--- src/rtl/irq_pending_if.sv ---
// Request, mask, clear and offer-handshake signals between the pending-capture
// stage and its producer/consumer side.
interface irq_pending_if #(
    parameter int IN_WIDTH = 4
);
    localparam int OUT_WIDTH = $clog2(IN_WIDTH);

    logic [IN_WIDTH-1:0]  req_i;
    logic [IN_WIDTH-1:0]  mask_i;
    logic [IN_WIDTH-1:0]  clr_i;
    logic [IN_WIDTH-1:0]  pend_o;
    logic                 irq_valid_o;
    logic                 irq_ready_i;
    logic [OUT_WIDTH-1:0] irq_id_o;

    modport slave (
        input  req_i, mask_i, clr_i, irq_ready_i,
        output pend_o, irq_valid_o, irq_id_o
    );

    modport master (
        output req_i, mask_i, clr_i, irq_ready_i,
        input  pend_o, irq_valid_o, irq_id_o
    );
endinterface

--- src/rtl/irq_pending_ctrl.sv ---
// Sticky pending capture with per-bit mask, feeding the priority encoder and
// offering the highest active index over a valid/ready handshake.
//
// state | meaning
// IDLE  | no offer; picks the highest masked pending bit when one exists
// OFFER | irq_id_o/irq_valid_o held stable until the consumer accepts
// HOLD  | post-accept idle gap, counter runs down to zero
module irq_pending_ctrl #(
    parameter int IN_WIDTH = 4,
    parameter bit EDGE     = 1'b1,
    parameter int HOLDOFF  = 2
) (
    input  logic          clk,
    input  logic          rst,
    irq_pending_if.slave  bus
);
    localparam int OUT_WIDTH = $clog2(IN_WIDTH);
    localparam logic [7:0] HOLD_LOAD = (HOLDOFF > 0) ? 8'(HOLDOFF - 1) : 8'd0;

    typedef enum logic [1:0] {IDLE, OFFER, HOLD} state_t;

    state_t               state, state_nxt;
    logic [IN_WIDTH-1:0]  pending, pending_nxt;
    logic [IN_WIDTH-1:0]  pend_q;
    logic [IN_WIDTH-1:0]  set_vec;
    logic [IN_WIDTH-1:0]  acc_vec;
    logic [IN_WIDTH-1:0]  active;
    logic [OUT_WIDTH-1:0] winner;
    logic [OUT_WIDTH-1:0] id_q, id_nxt;
    logic                 valid_q, valid_nxt;
    logic [7:0]           cnt, cnt_nxt;

    generate
        if (EDGE) begin : g_edge
            logic [IN_WIDTH-1:0] req_d;
            // req_d follows req_i under reset so lines already high at release are not seen as edges
            always_ff @(posedge clk) begin
                req_d <= bus.req_i;
            end
            assign set_vec = bus.req_i & ~req_d;
        end else begin : g_level
            assign set_vec = bus.req_i;
        end
    endgenerate

    always_comb begin
        acc_vec = '0;
        if (valid_q && bus.irq_ready_i) begin
            acc_vec[id_q] = 1'b1;
        end
    end

    // set wins over a same-cycle clear or accept on the same bit
    assign pending_nxt = (pending & ~bus.clr_i & ~acc_vec) | set_vec;
    assign active      = pending & bus.mask_i;

    always_comb begin
        winner = '0;
        for (int i = 0; i < IN_WIDTH; i++) begin
            if (active[i]) begin
                winner = OUT_WIDTH'(i);
            end
        end
    end

    always_comb begin
        state_nxt = state;
        valid_nxt = valid_q;
        id_nxt    = id_q;
        cnt_nxt   = cnt;
        case (state)
            IDLE: begin
                if (|active) begin
                    id_nxt    = winner;
                    valid_nxt = 1'b1;
                    state_nxt = OFFER;
                end
            end
            OFFER: begin
                if (bus.irq_ready_i) begin
                    valid_nxt = 1'b0;
                    if (HOLDOFF == 0) begin
                        state_nxt = IDLE;
                    end else begin
                        cnt_nxt   = HOLD_LOAD;
                        state_nxt = HOLD;
                    end
                end
            end
            HOLD: begin
                if (cnt == 8'd0) begin
                    state_nxt = IDLE;
                end else begin
                    cnt_nxt = cnt - 8'd1;
                end
            end
            default: begin
                valid_nxt = 1'b0;
                state_nxt = IDLE;
            end
        endcase
    end

    always_ff @(posedge clk) begin
        if (rst) begin
            state   <= IDLE;
            pending <= '0;
            pend_q  <= '0;
            valid_q <= 1'b0;
            id_q    <= '0;
            cnt     <= 8'd0;
        end else begin
            state   <= state_nxt;
            pending <= pending_nxt;
            pend_q  <= pending_nxt & bus.mask_i;
            valid_q <= valid_nxt;
            id_q    <= id_nxt;
            cnt     <= cnt_nxt;
        end
    end

    assign bus.pend_o      = pend_q;
    assign bus.irq_valid_o = valid_q;
    assign bus.irq_id_o    = id_q;
endmodule

--- src/flat_wrapper.sv ---
// flat-port wrapper written by rule: the top's interface ports become plain ports
module irq_pending_ctrl_flat 
#(
    parameter int IN_WIDTH = 4,
    parameter bit EDGE     = 1'b1,
    parameter int HOLDOFF  = 2
)
  (clk, rst, bus_req_i, bus_mask_i, bus_clr_i, bus_irq_ready_i, bus_pend_o, bus_irq_valid_o, bus_irq_id_o);
  irq_pending_if #(.IN_WIDTH(IN_WIDTH)) bus_i ();
  input  logic clk;
  input  logic rst;
  input wire logic [$bits(bus_i.req_i)-1:0] bus_req_i;
  input wire logic [$bits(bus_i.mask_i)-1:0] bus_mask_i;
  input wire logic [$bits(bus_i.clr_i)-1:0] bus_clr_i;
  input wire logic [$bits(bus_i.irq_ready_i)-1:0] bus_irq_ready_i;
  output wire logic [$bits(bus_i.pend_o)-1:0] bus_pend_o;
  output wire logic [$bits(bus_i.irq_valid_o)-1:0] bus_irq_valid_o;
  output wire logic [$bits(bus_i.irq_id_o)-1:0] bus_irq_id_o;
  assign bus_i.req_i = bus_req_i;
  assign bus_i.mask_i = bus_mask_i;
  assign bus_i.clr_i = bus_clr_i;
  assign bus_i.irq_ready_i = bus_irq_ready_i;
  assign bus_pend_o = bus_i.pend_o;
  assign bus_irq_valid_o = bus_i.irq_valid_o;
  assign bus_irq_id_o = bus_i.irq_id_o;
  irq_pending_ctrl #(.IN_WIDTH(IN_WIDTH), .EDGE(EDGE), .HOLDOFF(HOLDOFF)) u_core (.clk(clk), .rst(rst), .bus(bus_i));
endmodule
--- config.mk ---
export PLATFORM = sky130hd
export DESIGN_NAME = irq_pending_ctrl_flat
export DESIGN_NICKNAME = d
export VERILOG_FILES = /design/src/rtl/irq_pending_if.sv /design/src/rtl/irq_pending_ctrl.sv /design/src/flat_wrapper.sv
export SDC_FILE = /design/constraint.sdc
export NUM_CORES = 1
export LEC_CHECK = 0
export ABC_AREA = 1
export CAP_MARGIN = 10
export CORE_MARGIN = 1.5
export CORE_UTILIZATION = 50
export DETAILED_ROUTE_END_ITERATION = 8
export PLACE_DENSITY = 0.8
export SETUP_SLACK_MARGIN = 0.5
export SLEW_MARGIN = 20
export SYNTH_ARGS = -nofsm -noshare
export SYNTH_HDL_FRONTEND = slang
export SYNTH_SLANG_ARGS = --single-unit
--- constraint.sdc ---
create_clock -name clk -period 1.8 [get_ports clk]
set_input_delay 0.27 -clock clk [delete_from_list [all_inputs] [get_ports clk]]
set_output_delay 0.27 -clock clk [all_outputs]
set_load 0.005 [all_outputs]
==> run_results.csv, run 1 <==
group,metric,value,unit
worst_setup_path,critPathRequiredTime,2.05,ns
worst_setup_path,crit_arrival,1.57,ns
timing,finalSetupViolCount,0,
worst_setup_path,startpoint_type,"flip-flop",
timing,finalHoldViolCount,0,
global_route,grt_overflow,0,
synth,synth_area,1149,um^2
cells_and_area,syn2layout_area_growth,40.31,%
floorplan,rows,17,
cells_and_area,fill_cells,154,
route,routed_wl,2900,um
cells_and_area,fin_area,1612,um^2
timing,layout_min_cycle_time,1.321,ns
route,first_iter_violations,23,
place,hpwl,1841,um
route,drc_errors,0,
synth,ys.warnings.count,0,
timing,maxSlewHeadroom,81.54,%
power_and_ir_drop,power.density,671.2,nW/um^2
worst_setup_path,crit_fanout,7,
cells_and_area,regArea,514.2,um^2
cells_and_area,nNetsFinal,212,
route,routed_via_density,5.108,
clocking,cts_hold_buf,0,
worst_setup_path,crit_type,"reg -> reg",
timing,setup_tns,0,ns
global_route,grt_pass1_vias,1082,
synth,yosys.area.top_type_share,43.57,%
place,place_worst_setup_slack,0.2507,ns
timing,fin_crit_sh,73.36,%
global_route,grt_usage,22.93,%
synth,synth.avg_cell_area,7.179,um^2
clocking,numCtsBuffers,3,
place,routabilityCongestion,0.8680,
global_route,grt_pass1_wl,4519,um
floorplan,io_pins,22,
worst_setup_path,end_kind,"flip-flop",
route,drt-pass1-iter-count,4,
cells_and_area,drive_gt1_share,28.87,%
power_and_ir_drop,peakVddDrop,0.0005284,V
cells_and_area,antennaDiodeCount,0,
clocking,cts_root_buffer,"clkbuf_4",
hold_path,worstHoldPathType,"in -> reg",
clocking,htreeDepth,1,
floorplan,start_util,52.43,%
synth,synth_nets,177,
synth,syn_inst,160,
clocking,clk_pin_slew,0.15,ns
place,placed_area,1398,um^2
clocking,clock_sink_count,25,
global_route,antenna_found_initial,0,
synth,ys_seq_area_share,43.57,%
clocking,cts_tree,"built",
route,routedWlPerCell,13.06,um
job,maxCapViolCount,0,
cells_and_area,multi_input_area,640.6,um^2
clocking,cts_buffer_depth,2,
timing,drv_slew,0,
synth,ys_types,23,
synth,yosys.area.top_type,"dfxtp_1",
floorplan,fp.dieArea,2594,um^2
timing,finalWorstSetupSlack,0.4795,ns
timing,rsz0062_at_grt,"true",
timing,clock-skew-final,0.01180,ns
timing,fmax,0.7573,GHz
clocking,clk-insertion-delay-late,0.33,ns
power_and_ir_drop,p_leak,0.7660,nW
route,ant_nets,0,
place,io_buffers,21,
timing,max_slew.worst_pin.slew,0.2767,ns
route,vias,1134,
global_route,grt_max_degree,15,
synth,synth_seq_cells,25,
floorplan,core_area,2191,um^2
power_and_ir_drop,total_power,1.082,mW
timing,holdWs,0.3980,ns
synth,synth_area_leaders,"dfxtp_1, nand2_1, inv_1",
floorplan,die_h,50.93,um
status,outcome,"complete, no violations",
floorplan,dieWidth,50.93,um
==> logic make-up (layout without fill, tap and decap cells) <==
family	count (synthesis)	after routing	share of synthesized area (%)
flip-flops	25	25	43.57
adder cells (fa/ha/maj)	2	2	2.178
AND/OR/NAND/NOR	77	77	30.39
buffers and inverters	29	63	9.477
XOR/XNOR	2	2	1.525
AO/OA/AOI/OAI	25	25	12.85
==> Yosys cell counts <==
| cell type | instances |
|---|---|
| a21oi_1 | 6 |
| a21oi_2 | 4 |
| clkbuf_1 | 1 |
| dfxtp_1 | 25 |
| ha_1 | 2 |
| inv_1 | 26 |
| inv_2 | 2 |
| nand2_1 | 32 |
| nand2_2 | 2 |
| nand3_1 | 11 |
| nand3b_1 | 1 |
| nand4_1 | 1 |
| nor2_1 | 23 |
| nor2_2 | 4 |
| nor2_4 | 1 |
| nor2_8 | 1 |
| nor3_1 | 1 |
| o21ai_0 | 11 |
| o21ai_1 | 1 |
| o21ai_2 | 1 |
| o22ai_1 | 1 |
| o31ai_1 | 1 |
| xor2_1 | 2 |
==> report_power, final <==
| part | switching, mW | internal, mW | total [mW] |
|---|---|---|---|
| registers | 0.0167 | 0.581 | 0.598 |
| clock network | 0.180 | 0.0835 | 0.264 |
| logic | 0.116 | 0.105 | 0.220 |
| total | 0.312 | 0.769 | 1.08 |
==> sequential cells by signal, summed over array words and instances (netlist names) <==
register                count
u_core.bus.irq_valid_o      1
u_core.bus.pend_o           4
u_core.pending              4
u_core.state                2
u_core.g_edge.req_d         4
u_core.bus.irq_id_o         2
u_core.cnt                  8
==> layer usage <==
layer / up-vias / wire (um) / part of all wire, % / track usage, %
met1: 520 / 1183 / 41 / 26.80
li1: 567 / - / - / -
met4: 0 / 53 / 1.8 / 7.658
met2: 38 / 1502 / 52 / 40.26
met5: - / 0 / 0 / 0
met3: 9 / 160 / 5.5 / 6.140
==> final timing paths <==
check / startpoint / end / slack (ns) / depth (start not counted)
max: u_core.cnt[0] / u_core.cnt[7] / 0.48 / 9
min: bus_req_i[2] / u_core.g_edge.req_d[2] / 0.40 / 1
max reg2reg: u_core.cnt[0] / u_core.cnt[7] / 0.48 / 9
min reg2reg: u_core.cnt[5] / u_core.cnt[5] / 0.52 / 2
==> layout by cell type, fill, tap and decap left out, types with 3 or more instances in the layout <==
master	instances
nand2_1	28
inv_1	24
nor2_1	17
dfxtp_1	16
clkdlybuf4s50_1	14
nand3_1	10
o21ai_0	9
buf_4	9
dfxtp_2	8
nor2_4	6
a21oi_2	6
dlygate4sd2_1	6
nand2_2	5
nor2_2	5
a21oi_1	4
clkbuf_4	3
==> layout make-up <==
type	instances	area share (%)
inverters	28	6.832
flip-flops and latches	25	31.91
multi-input cells	106	39.75
clock buffers	3	1.398
clock inverters	1	0.3106
well taps	28	2.174
repair buffers	31	17.62
==> timing repair <==
| item | in CTS | in global routing |
|---|---|---|
| endpoints found under the setup margin | 15 | 12 |
| pin swaps | 4 | 13 |
| gates resized for setup | 22 | 27 |
| setup buffers | 5 | 4 |
==> critical path, stage by stage, from the launching register on <==
cell     delay, ns
dfxtp_2       0.37
inv_4         0.08
ha_4          0.14
nand3_4       0.10
nor2_4        0.14
nor2_4        0.05
nor2_8        0.16
nor2_4        0.04
nor2_2        0.10
nor2_1        0.04
==> per-stage QoR <==
step	utilization [%]	cells
finish	73.56	222
global route	73.56	222
CTS	68.65	218
detailed placement	63.79	209
global placement	63.79	209
floorplan	-	160
(Power assumes the default switching activity.)
==> run 2, diff against run 1 <==
--- a/config.mk
+++ b/config.mk
@@ -8,9 +8,9 @@
 export ABC_AREA = 1
 export CAP_MARGIN = 10
 export CORE_MARGIN = 1.5
-export CORE_UTILIZATION = 50
+export CORE_UTILIZATION = 45
 export DETAILED_ROUTE_END_ITERATION = 8
-export PLACE_DENSITY = 0.8
+export PLACE_DENSITY = 0.76
 export SETUP_SLACK_MARGIN = 0.5
 export SLEW_MARGIN = 20
 export SYNTH_ARGS = -nofsm -noshare
==> constraint.sdc (replaced) <==
create_clock -name clk -period 1.1 [get_ports clk]
set_input_delay 0.165 -clock clk [delete_from_list [all_inputs] [get_ports clk]]
set_output_delay 0.165 -clock clk [all_outputs]
set_load 0.005 [all_outputs]
==> run 2 against run 1 <==
Against the previous run:
- the run now ends with setup timing left
- combinational power rose by 88%
- non-clock buffer count up 14
- clock skew shrank 0.0037 ns
- cell area increased by 7.8%
- sequential share of layout area fell by 2.3 points
- sequential power up 64%
- clock power grew 51%
- core utilization down 2.8 points
- first-iteration DRC count up 22%
- sequential cell count unchanged
- fmax is 5.0% higher
- hold slack worse by 0.078 ns
- largest cell class unchanged
==> run_results.csv, run 2 (same netlist as run 1, synthesis figures left out) <==
group,metric,value,unit
place,placed_area,1580,um^2
worst_setup_path,end_kind,"flip-flop",
global_route,grt_overflow,0,
clocking,cts_root_buffer,"clkbuf_4",
cells_and_area,syn2layout_area_growth,51.20,%
timing,rsz0062_at_grt,"true",
clocking,htreeDepth,1,
route,drc_errors,0,
cells_and_area,largest-register,"u_core.cnt",
timing,fmax,0.7954,GHz
worst_setup_path,crit_fanout,3,
timing,fin_crit_sh,114.3,%
timing,finalHoldViolCount,0,
floorplan,dieWidth,53.52,um
worst_setup_path,crit_chain,"inv_4 > ha_4 > nand3_4 > o21ai_4 > buf_4 > o21ai_0 > a21oi_1",
timing,finalSetupViolCount,9,
clocking,cts_buffer_depth,2,
cells_and_area,largest_register_ffs,8,
timing,drv_slew,0,
worst_setup_path,slowest_delay,0.35,ns
worst_setup_path,startpoint_type,"flip-flop",
cells_and_area,fin_area,1737,um^2
power_and_ir_drop,peakVddDrop,0.0007302,V
global_route,antenna_found_initial,0,
timing,holdWs,0.3202,ns
floorplan,start_util,46.79,%
clocking,cts_tree,"built",
cells_and_area,mostFrequentLayoutCells,"nand2_1, inv_1, nor2_1, buf_4, dfxtp_1",
cells_and_area,finalNonFillerCells,238,
floorplan,rows,18,
place,place_worst_setup_slack,-0.3115,ns
timing,layout_min_cycle_time,1.257,ns
floorplan,core_area,2455,um^2
route,ant_nets,0,
place,routabilityCongestion,0.8297,
status,outcome,"complete, but fails checks",
place,dp_cells,229,
worst_setup_path,crit_slowest_cell,"dfxtp_2",
floorplan,io_pins,22,
worst_setup_path,reg2reg_setup_slack,-0.16,ns
floorplan,fp.dieArea,2864,um^2
hold_path,worstHoldPathType,"in -> reg",
cells_and_area,final_common_cell,"nand2_1",
route,drt-pass1-iter-count,4,
clocking,clock_sink_count,25,
global_route,grt_max_degree,14,
place,io_buffers,21,
worst_setup_path,critPathRequiredTime,1.34,ns
status,violations,"setup timing",
timing,setup_tns,-1.002,ns
route,vias,1158,
timing,maxSlewHeadroom,82.92,%
worst_setup_path,crit_type,"reg -> reg",
power_and_ir_drop,total_power,1.793,mW
route,routed_via_density,4.866,
timing,clock-skew-final,0.008071,ns
power_and_ir_drop,power.density,1032,nW/um^2
worst_setup_path,crit_arrival,1.50,ns
place,hpwl,2010,um
route,routedWlPerCell,11.94,um
timing,max_slew.worst_pin.slew,0.2562,ns
floorplan,die_h,53.52,um
global_route,grt_pass1_wl,4422,um
cells_and_area,antennaDiodeCount,0,
route,routed_wl,2841,um
global_route,grt_usage,21.27,%
global_route,grt_pass1_vias,1158,
route,first_iter_violations,28,
clocking,numCtsBuffers,3,
job,maxCapViolCount,0,
cells_and_area,nNetsFinal,226,
power_and_ir_drop,p_leak,0.8117,nW
timing,finalWorstSetupSlack,-0.1572,ns
cells_and_area,drive_gt1_share,38.94,%
cells_and_area,final_util,70.74,%
clocking,clk_pin_slew,0.12,ns
clocking,clk-insertion-delay-late,0.31,ns
[run 2: metal layers]
layer,share of wire [%],global-route usage (%)
met3,4.4,3.955
met4,2.9,10.26
met2,54,41.98
met5,0,0
met1,39,20.68
[run 2: timing repair]
action,CTS,global route
pin swaps,9,13
setup buffers,4,1
hold buffers,0,0
gates resized for setup,48,14
endpoints found under the setup margin,28,28
[run 2: critical path: cells and delay by family (launching register included)]
kind,cells,cell delay [ns]
flip-flops,1,0.35
adder cells (fa/ha/maj),1,0.15
buffers and inverters,2,0.21
AND/OR/NAND/NOR,1,0.08
AO/OA/AOI/OAI,3,0.41
[run 2: power breakdown]
group | switching [mW] | total (mW) | internal (mW)
combinational | 0.210 | 0.413 | 0.203
clock | 0.257 | 0.399 | 0.142
sequential | 0.0295 | 0.981 | 0.952
total | 0.496 | 1.79 | 1.30
[run 2: path summary, 6_finish.rpt]
path	cells after the start	from	end
max reg2reg	7	u_core.cnt[1]	u_core.cnt[0]
min reg2reg	2	u_core.cnt[4]	u_core.cnt[4]
max	7	u_core.cnt[1]	u_core.cnt[0]
min	1	bus_req_i[0]	u_core.g_edge.req_d[0]
[run 2: final cells by class]
class | instances | area [um^2]
Fill cell | 187 | 718.2
Multi-Input combinational cell | 106 | 664.4
Sequential cell | 25 | 514.2
Timing Repair Buffer | 45 | 381.6
Inverter | 28 | 112.6
Tap cell | 30 | 37.54
Clock buffer | 4 | 26.28
